**config.mk**
```make
export PLATFORM = sky130hd
export DESIGN_NAME = nibble_serial_adder_ctrl_flat
export DESIGN_NICKNAME = d
export VERILOG_FILES = /design/src/rtl/nibble_serial_adder_ctrl_pkg.sv /design/src/rtl/nibble_serial_adder_ctrl_if.sv /design/src/rtl/nibble_serial_adder_ctrl_nibble_adder.sv /design/src/rtl/nibble_serial_adder_ctrl.sv /design/src/flat_wrapper.sv
export SDC_FILE = /design/constraint.sdc
export NUM_CORES = 1
export LEC_CHECK = 0
export ABC_AREA = 1
export CAP_MARGIN = 20
export CORE_AREA = 2 2 98 100
export CTS_CLUSTER_DIAMETER = 30
export DETAILED_ROUTE_END_ITERATION = 8
export DIE_AREA = 0 0 100 102
export REMOVE_ABC_BUFFERS = 1
export SYNTH_ARGS = -nofsm -noshare
export SYNTH_HDL_FRONTEND = slang
export SYNTH_SLANG_ARGS = --single-unit
export TNS_END_PERCENT = 30
```
**constraint.sdc**
```tcl
create_clock -name clk -period 3.6 [get_ports clk]
set_input_delay 0.72 -clock clk [delete_from_list [all_inputs] [get_ports clk]]
set_output_delay 0.72 -clock clk [all_outputs]
set_load 0.005 [all_outputs]
```
**src/rtl/nibble_serial_adder_ctrl_pkg.sv**
```systemverilog
// Shared state encoding and slice width for the nibble-serial adder sequencer.
package nibble_serial_adder_ctrl_pkg;

    localparam int NIBBLE_W = 4;

    typedef enum logic [1:0] {
        ST_IDLE = 2'd0,
        ST_RUN  = 2'd1,
        ST_DONE = 2'd2
    } state_t;

endpackage

```
**src/rtl/nibble_serial_adder_ctrl_if.sv**
```systemverilog
// Requester-side bus of the nibble-serial adder: start/clear handshake, operands and result.
interface nibble_serial_adder_ctrl_if #(
    parameter int WIDTH = 16
);
    logic             start;
    logic             clear;
    logic [WIDTH-1:0] a;
    logic [WIDTH-1:0] b;
    logic             carry_in;
    logic             ready;
    logic             busy;
    logic             done;
    logic [WIDTH-1:0] sum;
    logic             carry_out;

    modport master (
        output start, clear, a, b, carry_in,
        input  ready, busy, done, sum, carry_out
    );

    modport slave (
        input  start, clear, a, b, carry_in,
        output ready, busy, done, sum, carry_out
    );
endinterface

```
**src/rtl/nibble_serial_adder_ctrl_nibble_adder.sv**
```systemverilog
// Combinational 4-bit adder slice with carry in and carry out.
module nibble_adder
    import nibble_serial_adder_ctrl_pkg::*;
(
    input  logic [NIBBLE_W-1:0] i_x,
    input  logic [NIBBLE_W-1:0] i_y,
    input  logic                i_ci,
    output logic [NIBBLE_W-1:0] o_s,
    output logic                o_co
);
    assign {o_co, o_s} = {1'b0, i_x} + {1'b0, i_y} + {{NIBBLE_W{1'b0}}, i_ci};
endmodule

```
**src/rtl/nibble_serial_adder_ctrl.sv**
```systemverilog
// WIDTH-bit add performed one nibble per clock through a single shared 4-bit slice.
module nibble_serial_adder_ctrl
    import nibble_serial_adder_ctrl_pkg::*;
#(
    parameter int WIDTH = 16
) (
    input  logic                      clk,
    input  logic                      rst_n,
    nibble_serial_adder_ctrl_if.slave bus
);
    localparam int NIBBLES = WIDTH / NIBBLE_W;
    localparam int IDX_W   = (NIBBLES > 1) ? $clog2(NIBBLES) : 1;
    localparam logic [IDX_W-1:0] LAST_IDX = IDX_W'(NIBBLES - 1);

    state_t              r_state;
    state_t              w_next_state;
    logic [WIDTH-1:0]    r_a;
    logic [WIDTH-1:0]    r_b;
    logic [WIDTH-1:0]    r_sum;
    logic                r_carry;
    logic                r_carry_out;
    logic [IDX_W-1:0]    r_idx;
    logic                r_ready;
    logic                r_busy;
    logic                r_done;
    logic [NIBBLE_W-1:0] w_x;
    logic [NIBBLE_W-1:0] w_y;
    logic [NIBBLE_W-1:0] w_s;
    logic                w_co;
    logic                w_last;

    assign w_x    = r_a[r_idx*NIBBLE_W +: NIBBLE_W];
    assign w_y    = r_b[r_idx*NIBBLE_W +: NIBBLE_W];
    assign w_last = (r_idx == LAST_IDX);

    nibble_adder u_slice (
        .i_x  (w_x),
        .i_y  (w_y),
        .i_ci (r_carry),
        .o_s  (w_s),
        .o_co (w_co)
    );

    // Next-state decode; clear overrides every transition, including an accepted start.
    always_comb begin
        w_next_state = r_state;
        case (r_state)
            ST_IDLE: begin
                if (bus.start) begin
                    w_next_state = ST_RUN;
                end else begin
                    w_next_state = ST_IDLE;
                end
            end
            ST_RUN: begin
                if (w_last) begin
                    w_next_state = ST_DONE;
                end else begin
                    w_next_state = ST_RUN;
                end
            end
            ST_DONE: w_next_state = ST_IDLE;
            default: w_next_state = ST_IDLE;
        endcase
        if (bus.clear) begin
            w_next_state = ST_IDLE;
        end else begin
            w_next_state = w_next_state;
        end
    end

    // State register with status flags registered from the next state so they track it exactly.
    always_ff @(posedge clk or negedge rst_n) begin
        if (!rst_n) begin
            r_state <= ST_IDLE;
            r_ready <= 1'b1;
            r_busy  <= 1'b0;
            r_done  <= 1'b0;
        end else begin
            r_state <= w_next_state;
            r_ready <= (w_next_state == ST_IDLE);
            r_busy  <= (w_next_state == ST_RUN);
            r_done  <= (w_next_state == ST_DONE);
        end
    end

    // Operand capture and nibble stepping; clear freezes the result at its partial value.
    always_ff @(posedge clk or negedge rst_n) begin
        if (!rst_n) begin
            r_a         <= '0;
            r_b         <= '0;
            r_sum       <= '0;
            r_carry     <= 1'b0;
            r_carry_out <= 1'b0;
            r_idx       <= '0;
        end else if (!bus.clear) begin
            case (r_state)
                ST_IDLE: begin
                    if (bus.start) begin
                        r_a         <= bus.a;
                        r_b         <= bus.b;
                        r_carry     <= bus.carry_in;
                        r_sum       <= '0;
                        r_carry_out <= 1'b0;
                        r_idx       <= '0;
                    end
                end
                ST_RUN: begin
                    r_sum[r_idx*NIBBLE_W +: NIBBLE_W] <= w_s;
                    r_carry <= w_co;
                    r_idx   <= w_last ? '0 : r_idx + 1'b1;
                    if (w_last) begin
                        r_carry_out <= w_co;
                    end
                end
                default: begin
                    r_idx <= r_idx;
                end
            endcase
        end
    end

    assign bus.ready     = r_ready;
    assign bus.busy      = r_busy;
    assign bus.done      = r_done;
    assign bus.sum       = r_sum;
    assign bus.carry_out = r_carry_out;
endmodule

```
**src/flat_wrapper.sv**
```systemverilog
// flat-port wrapper written by rule: the top's interface ports become plain ports
module nibble_serial_adder_ctrl_flat import nibble_serial_adder_ctrl_pkg::*;
#(
    parameter int WIDTH = 16
)
  (clk, rst_n, bus_start, bus_clear, bus_a, bus_b, bus_carry_in, bus_ready, bus_busy, bus_done, bus_sum, bus_carry_out);
  nibble_serial_adder_ctrl_if #(.WIDTH(WIDTH)) bus_i ();
  input  logic clk;
  input  logic rst_n;
  input wire logic [$bits(bus_i.start)-1:0] bus_start;
  input wire logic [$bits(bus_i.clear)-1:0] bus_clear;
  input wire logic [$bits(bus_i.a)-1:0] bus_a;
  input wire logic [$bits(bus_i.b)-1:0] bus_b;
  input wire logic [$bits(bus_i.carry_in)-1:0] bus_carry_in;
  output wire logic [$bits(bus_i.ready)-1:0] bus_ready;
  output wire logic [$bits(bus_i.busy)-1:0] bus_busy;
  output wire logic [$bits(bus_i.done)-1:0] bus_done;
  output wire logic [$bits(bus_i.sum)-1:0] bus_sum;
  output wire logic [$bits(bus_i.carry_out)-1:0] bus_carry_out;
  assign bus_i.start = bus_start;
  assign bus_i.clear = bus_clear;
  assign bus_i.a = bus_a;
  assign bus_i.b = bus_b;
  assign bus_i.carry_in = bus_carry_in;
  assign bus_ready = bus_i.ready;
  assign bus_busy = bus_i.busy;
  assign bus_done = bus_i.done;
  assign bus_sum = bus_i.sum;
  assign bus_carry_out = bus_i.carry_out;
  nibble_serial_adder_ctrl #(.WIDTH(WIDTH)) u_core (.clk(clk), .rst_n(rst_n), .bus(bus_i));
endmodule
```
## Word level (Yosys, flattened, before mapping)

Index checks and enable logic that the tools add are counted.

| storage, ports and cells | value |
|---|---|
| input bits | 37 |
| register bits | 57 |
| memories | 0 |
| bits in latches | 0 |
| ROM bits | 0 |
| logic and storage cells | 46 |
| output and inout bits | 20 |
| bits in writable memories | 0 |

| cells by class | value |
|---|---|
| shift operators | 4 |
| add/subtract/negate cells | 4 |
| mux-type cells | 15 |
| reduce and logical (&&, ||, !) cells | 6 |
| multipliers | 0 |
| divide/modulo/power cells | 0 |
| magnitude comparators | 0 |
| bitwise operators | 1 |
| eq/ne operators | 6 |

Operators by type and width:

| kind | number |
|---|---|
| negation 4 -> 34 bit | 1 |
| variable shift 4 x 34 -> 16 bit (first input constant) | 1 |
| indexed part select 4 x 34 -> 16 bit | 1 |
| one-hot mux 16 bit (2 select lines) | 1 |
| indexed part select 16 x 5 -> 4 bit | 2 |
| bitwise mux 16 bit | 1 |
| 2-to-1 mux 16 bit | 1 |
| 2-to-1 mux 2 bit | 4 |
| one-hot mux 2 bit (2 select lines) | 2 |
| AND reduction 3 bit | 2 |
| adder 4 x 4 -> 5 bit | 1 |
| adder 5 x 1 -> 5 bit | 1 |
| == test 2 x 1 -> 1 bit (second input constant) | 2 |
| == test 2 bit (second input constant) | 2 |
| zero test 2 bit | 2 |
| 2-to-1 mux 1 bit | 4 |
| one-hot mux 1 bit (2 select lines) | 2 |
| AND reduction 4 bit | 1 |
| adder 2 x 1 -> 2 bit (second input constant) | 1 |
| inequality test 2 x 1 -> 1 bit (second input constant) | 1 |
| inequality test 2 bit (second input constant) | 1 |
| nonzero test 2 bit | 1 |
| NOT 1 bit | 1 |

## Logic depth before layout (Yosys ltp)

| depth | value |
|---|---|
| depth after elaboration | 6 |
| mapped depth | 11 |
| depth with buffers taken out | 10 |

## Hierarchy

A second synthesis with hierarchy kept.

| unflattened totals | value |
|---|---|
| cell total of the unflattened synthesis | 378 |
| area, all modules | 2979.1 µm² |

By module, submodules not included:

| module | times used | area an instance (µm²) | cells each | sequential area each (µm²) |
|---|---|---|---|---|
| nibble_serial_adder_ctrl | 1 | 2813.9 | 353 | 1427.6 |
| nibble_adder | 1 | 165.2 | 25 | 0.0 |

## Worst setup path after synthesis

No wires, ideal clock.

| timing | value |
|---|---|
| kind | reg2reg |
| from | reg u_core.r_idx[1] |
| to | reg u_core.r_sum[14] (netlist: u_core.bus.sum[14]) |
| arrival | 2.194 ns |
| stages on the path, launching flop included | 10 |
| path buffers | 1 |
| period minus slack after synthesis | 2.277 ns |
| setup time | 0.083 ns |
| required time | 3.517 ns |
| slack | 1.323 ns |
| cells stage by stage | dfrtp_1 -> clkbuf_1 -> inv_1 -> o21ai_0 -> o22ai_1 -> fa_1 -> fa_1 -> xor2_1 -> nand3_1 -> o21ai_0 |

| on the way | value |
|---|---|
| cells in the longest elaborated chain, start to end | 6 |
| elaborated cells between the ends (all ways) | 9 |
| those cells by class | 3 x add/sub; 4 x shift; 2 x mux |

RTL lines:

| element | RTL line | RTL |
|---|---|---|
| start, declared | nibble_serial_adder_ctrl.sv:22 | `logic [IDX_W-1:0] r_idx;` |
| start signal, assigned | nibble_serial_adder_ctrl.sv:111 | `r_idx <= w_last ? '0 : r_idx + 1'b1;` |
| start signal, assigned | nibble_serial_adder_ctrl.sv:117 | `r_idx <= r_idx;` |
| indexed part select 16 x 5 -> 4 bit (on tied branches) | nibble_serial_adder_ctrl.sv:32, nibble_serial_adder_ctrl.sv:33 |  |
| adder 4 x 4 -> 5 bit | nibble_serial_adder_ctrl_nibble_adder.sv:11 | `assign {o_co, o_s} = {1'b0, i_x} + {1'b0, i_y} + {{NIBBLE_W{1'b0}}, i_ci};` |
| adder 5 x 1 -> 5 bit | nibble_serial_adder_ctrl_nibble_adder.sv:11 |  |
| indexed part select 4 x 34 -> 16 bit | nibble_serial_adder_ctrl.sv:109 | `r_sum[r_idx*NIBBLE_W +: NIBBLE_W] <= w_s;` |
| bitwise mux 16 bit * | nibble_serial_adder_ctrl.sv:109 |  |
| one-hot mux 16 bit (2 select lines) * | nibble_serial_adder_ctrl.sv:97 | `case (r_state)` |
| end signal, assigned by index | nibble_serial_adder_ctrl.sv:109 |  |
| end, declared | nibble_serial_adder_ctrl.sv:19 | `logic [WIDTH-1:0] r_sum;` |

Mark *: on every way between the ends. The rest lies on a longest branch, timed or not.
A chain may end at the register's enable or synchronous reset.

## Worst setup path after layout

| timing | value |
|---|---|
| from | reg u_core.r_idx[0] |
| to | reg u_core.r_sum[6] (netlist: u_core.bus.sum[6]) |

Same word-level chain as after synthesis.

==> flow_summary_export.csv <==
group,metric,value,unit
worst_setup_path,r2r_start,"u_core.r_idx[0]$_DFFE_PN0P_",
worst_setup_path,cp_max_fo,22,
clocking,hold_buffers,0,
floorplan,row_count,35,
worst_setup_path,required,3850,ps
timing,setup_tns,0,ps
worst_hold_path,min_to,"u_core.bus.sum[15]$_DFFE_PN0P_",
worst_setup_path,max_stage_delay,460,ps
synth,syn_area,2660,µm²
synth,synth.area.top_cells,"dfrtp_1 53%, mux2_1 12%, o21ai_0 6.8%, nand2_1 4.8%, nor2_1 3.7%",
global_routing,antenna_found_initial,0,
cells_and_area,design_area,3500,µm²
clocking,cts_buffer_depth,2,
clocking,cts_resized,0,
clocking,root_buffer,"clkbuf_8",
floorplan,coreArea,9110,µm²
synth,synth_edf_count,0,
synth,ys_types,21,
timing,timing.fmax,373,MHz
cells_and_area,drive_above_1_share,0.0978,
timing,rsz0062_at_grt,"false",
routing,drt-pass1-iter-count,5,
synth,synth.most_common_cell,"dfrtp_1",
global_routing,grt_pass1_vias,1969,
routing,drcViolationCount,0,
worst_hold_path,hold_class,"reg -> reg",
routing,drtIter0Drc,87,
placement,gp_congestion,0.818,
timing,final.setup_skew,11.4,ps
worst_setup_path,startpoint_type,"register",
clocking,clock-sinks,57,
worst_setup_path,cp_slowest_cell,"fa_1",
timing,post-route-min-period,2680,ps
timing,setup_viol,0,
timing,relSlewSlack,0.404,
timing,period_share,0.744,
synth,avgSynthCellArea,10.5,µm²
floorplan,start_util,0.292,
placement,portBuffers,56,
routing,drtAntennaViolNets,0,
cells_and_area,layout.nets,359,
pwr,irDropWorstVdd,0.000256,V
clocking,cts_made_buffers,9,
timing,drv_slew,0,
status,status,"completed",
routing,vias_per_cell,4.60,
pwr,power_density,565,nW/µm²
clocking,post_cts_buffers,0,
placement,hpwlAfterDp,4310,µm
routing,vias,1969,
global_routing,grt_overflow,0,
worst_setup_path,worstPathCellList,"inv_1, o21ai_0, o22ai_1, fa_1, fa_1, xor2_1, nand3_1, o21ai_0",
worst_setup_path,path_class,"reg -> reg",
synth,yosysWarnings,0,
worst_hold_path,hp-start,"u_core.bus.sum[15]$_DFFE_PN0P_",
cells_and_area,diodes,0,
synth,yosys-top-cells-count,"56 x dfrtp_1, 36 x o21ai_0, 34 x nand2_1, 28 x mux2_1, 26 x nor2_1",
synth,synth_top_area_cell,"dfrtp_1",
floorplan,dieArea,10200,µm²
synth,synthFlopType,"dfrtp_1",
synth,synthCells,253,
global_routing,grt_pass1_wl,9650,µm
timing,tightestPinTransition,895,ps
floorplan,die_y,102,µm
synth,ys_ff_latch,57,
routing,wl,5760,µm
floorplan,ios,57,
worst_setup_path,end_kind,"register",
clocking,clock_latency,330,ps
worst_setup_path,r2r-end,"u_core.bus.sum[6]$_DFFE_PN0P_",
routing,wl_per_cell,13.5,µm
timing,final_hold_viol_count,0,
worst_setup_path,r2r_cells,8,
clocking,clk_pin_slew,60,ps
cells_and_area,fin_util,0.384,
floorplan,dieWidth,100,µm
placement,placed_area,3320,µm²
clocking,htree_levels,3,
synth,async_flop_share,1.00,
synth,synth_top_area_share,0.526,
global_routing,grt_max_degree,41,
worst_hold_path,min_path_cells,2,
pwr,p_leak,1.48,nW
cells_and_area,syn_to_final_growth,31.3,%
clocking,cts_tree,"yes",
global_routing,grt_usage,0.123,
synth,ys_seq_area_frac,0.536,
worst_setup_path,worstPathArrival,2920,ps
worst_setup_path,timing.reg2reg.setup_slack,920,ps
run,drv_cap,0,
==> routing by layer <==
metal  wire length [µm]  share of wire  track usage  up-vias
met5                  0              0            0        -
met4                 85          0.015       0.0443        0
met3                309          0.054       0.0383        9
met2               2710           0.47        0.195       47
met1               2660           0.46        0.160      936
li1                   -              -            -      977
==> kinds of logic (layout without fill, tap and decap cells) <==
logic type,count (synthesis),in the layout,synth area share
simple gates,74,74,0.122
flops,57,57,0.536
compound gates,53,53,0.109
mux,32,32,0.135
buf+inv,27,91,0.0465
fa+ha+maj,9,9,0.0479
xor+xnor,1,1,0.00329
==> sequential cells by signal, summed over array words and instances, names as in the netlist <==
| name | flops |
|---|---|
| u_core.bus.busy | 1 |
| u_core.bus.carry_out | 1 |
| u_core.bus.done | 1 |
| u_core.bus.ready | 1 |
| u_core.bus.sum | 16 |
| u_core.r_a | 16 |
| u_core.r_b | 16 |
| u_core.r_carry | 1 |
| u_core.r_idx | 2 |
| u_core.r_state | 2 |
==> cell usage in the layout, fill, tap and decap left out, types with 2 or more instances in the layout <==
master            n
nand4_1           4
clkinv_2          3
inv_1            17
clkdlybuf4s50_1  55
ha_1              7
clkbuf_8         12
nand3_1           7
fa_1              2
a21oi_1           5
nor2_1           26
o21ai_2           4
mux2_1           28
nand2_1          34
dfrtp_1          56
nor2_4            2
buf_4             2
o22ai_1           8
mux2_2            4
o21ai_0          36
==> final cells by class <==
class / instances / area, µm²
Fill cell: 938 / 5610
Sequential cell: 57 / 1430
Multi-Input combinational cell: 169 / 1110
Timing Repair Buffer: 58 / 571
Clock buffer: 12 / 165
Tap cell: 111 / 139
Inverter: 18 / 67.6
Clock inverter: 3 / 15.0
==> power breakdown <==
part           total (W)  internal, W  switching, W
logic           0.000611     0.000272      0.000339
registers       0.000827     0.000756     0.0000709
clock network   0.000537     0.000298      0.000239
==> metrics by stage <==
stage	setup WS, ps	cells	hold WS, ps	power, W
3_5_place_dp	941	413	474	0.00145
4_1_cts	921	428	491	0.00200
6_report	922	428	485	0.00198
2_1_floorplan	945	244	424	0.00122
3_3_place_gp	1080	413	467	0.00144
5_1_grt	588	428	509	0.00213
==> worst max-delay path by stage <==
stage	cells after the start	to	start	slack, ps
after floorplan	8	u_core.bus.sum[14]$_DFFE_PN0P_	u_core.r_idx[0]$_DFFE_PN0P_	940
after global placement	8	u_core.bus.sum[14]$_DFFE_PN0P_	u_core.r_idx[0]$_DFFE_PN0P_	1080
after detailed placement	8	u_core.bus.sum[6]$_DFFE_PN0P_	u_core.r_idx[0]$_DFFE_PN0P_	940
after CTS	8	u_core.bus.sum[6]$_DFFE_PN0P_	u_core.r_idx[0]$_DFFE_PN0P_	920
after global routing	8	u_core.bus.sum[6]$_DFFE_PN0P_	u_core.r_idx[0]$_DFFE_PN0P_	590
final	8	u_core.bus.sum[6]$_DFFE_PN0P_	u_core.r_idx[0]$_DFFE_PN0P_	920
==> worst max-delay path: cells and delay by family, from the launching register on <==
kind | cells | cell delay [ps]
AOI/OAI and AO/OA | 3 | 560
DFF | 1 | 440
buffers and inverters | 1 | 310
adders and majority gates | 2 | 880
and+or+nand+nor | 1 | 130
xor gates and xnor gates | 1 | 270
(Power assumes the default switching activity.)
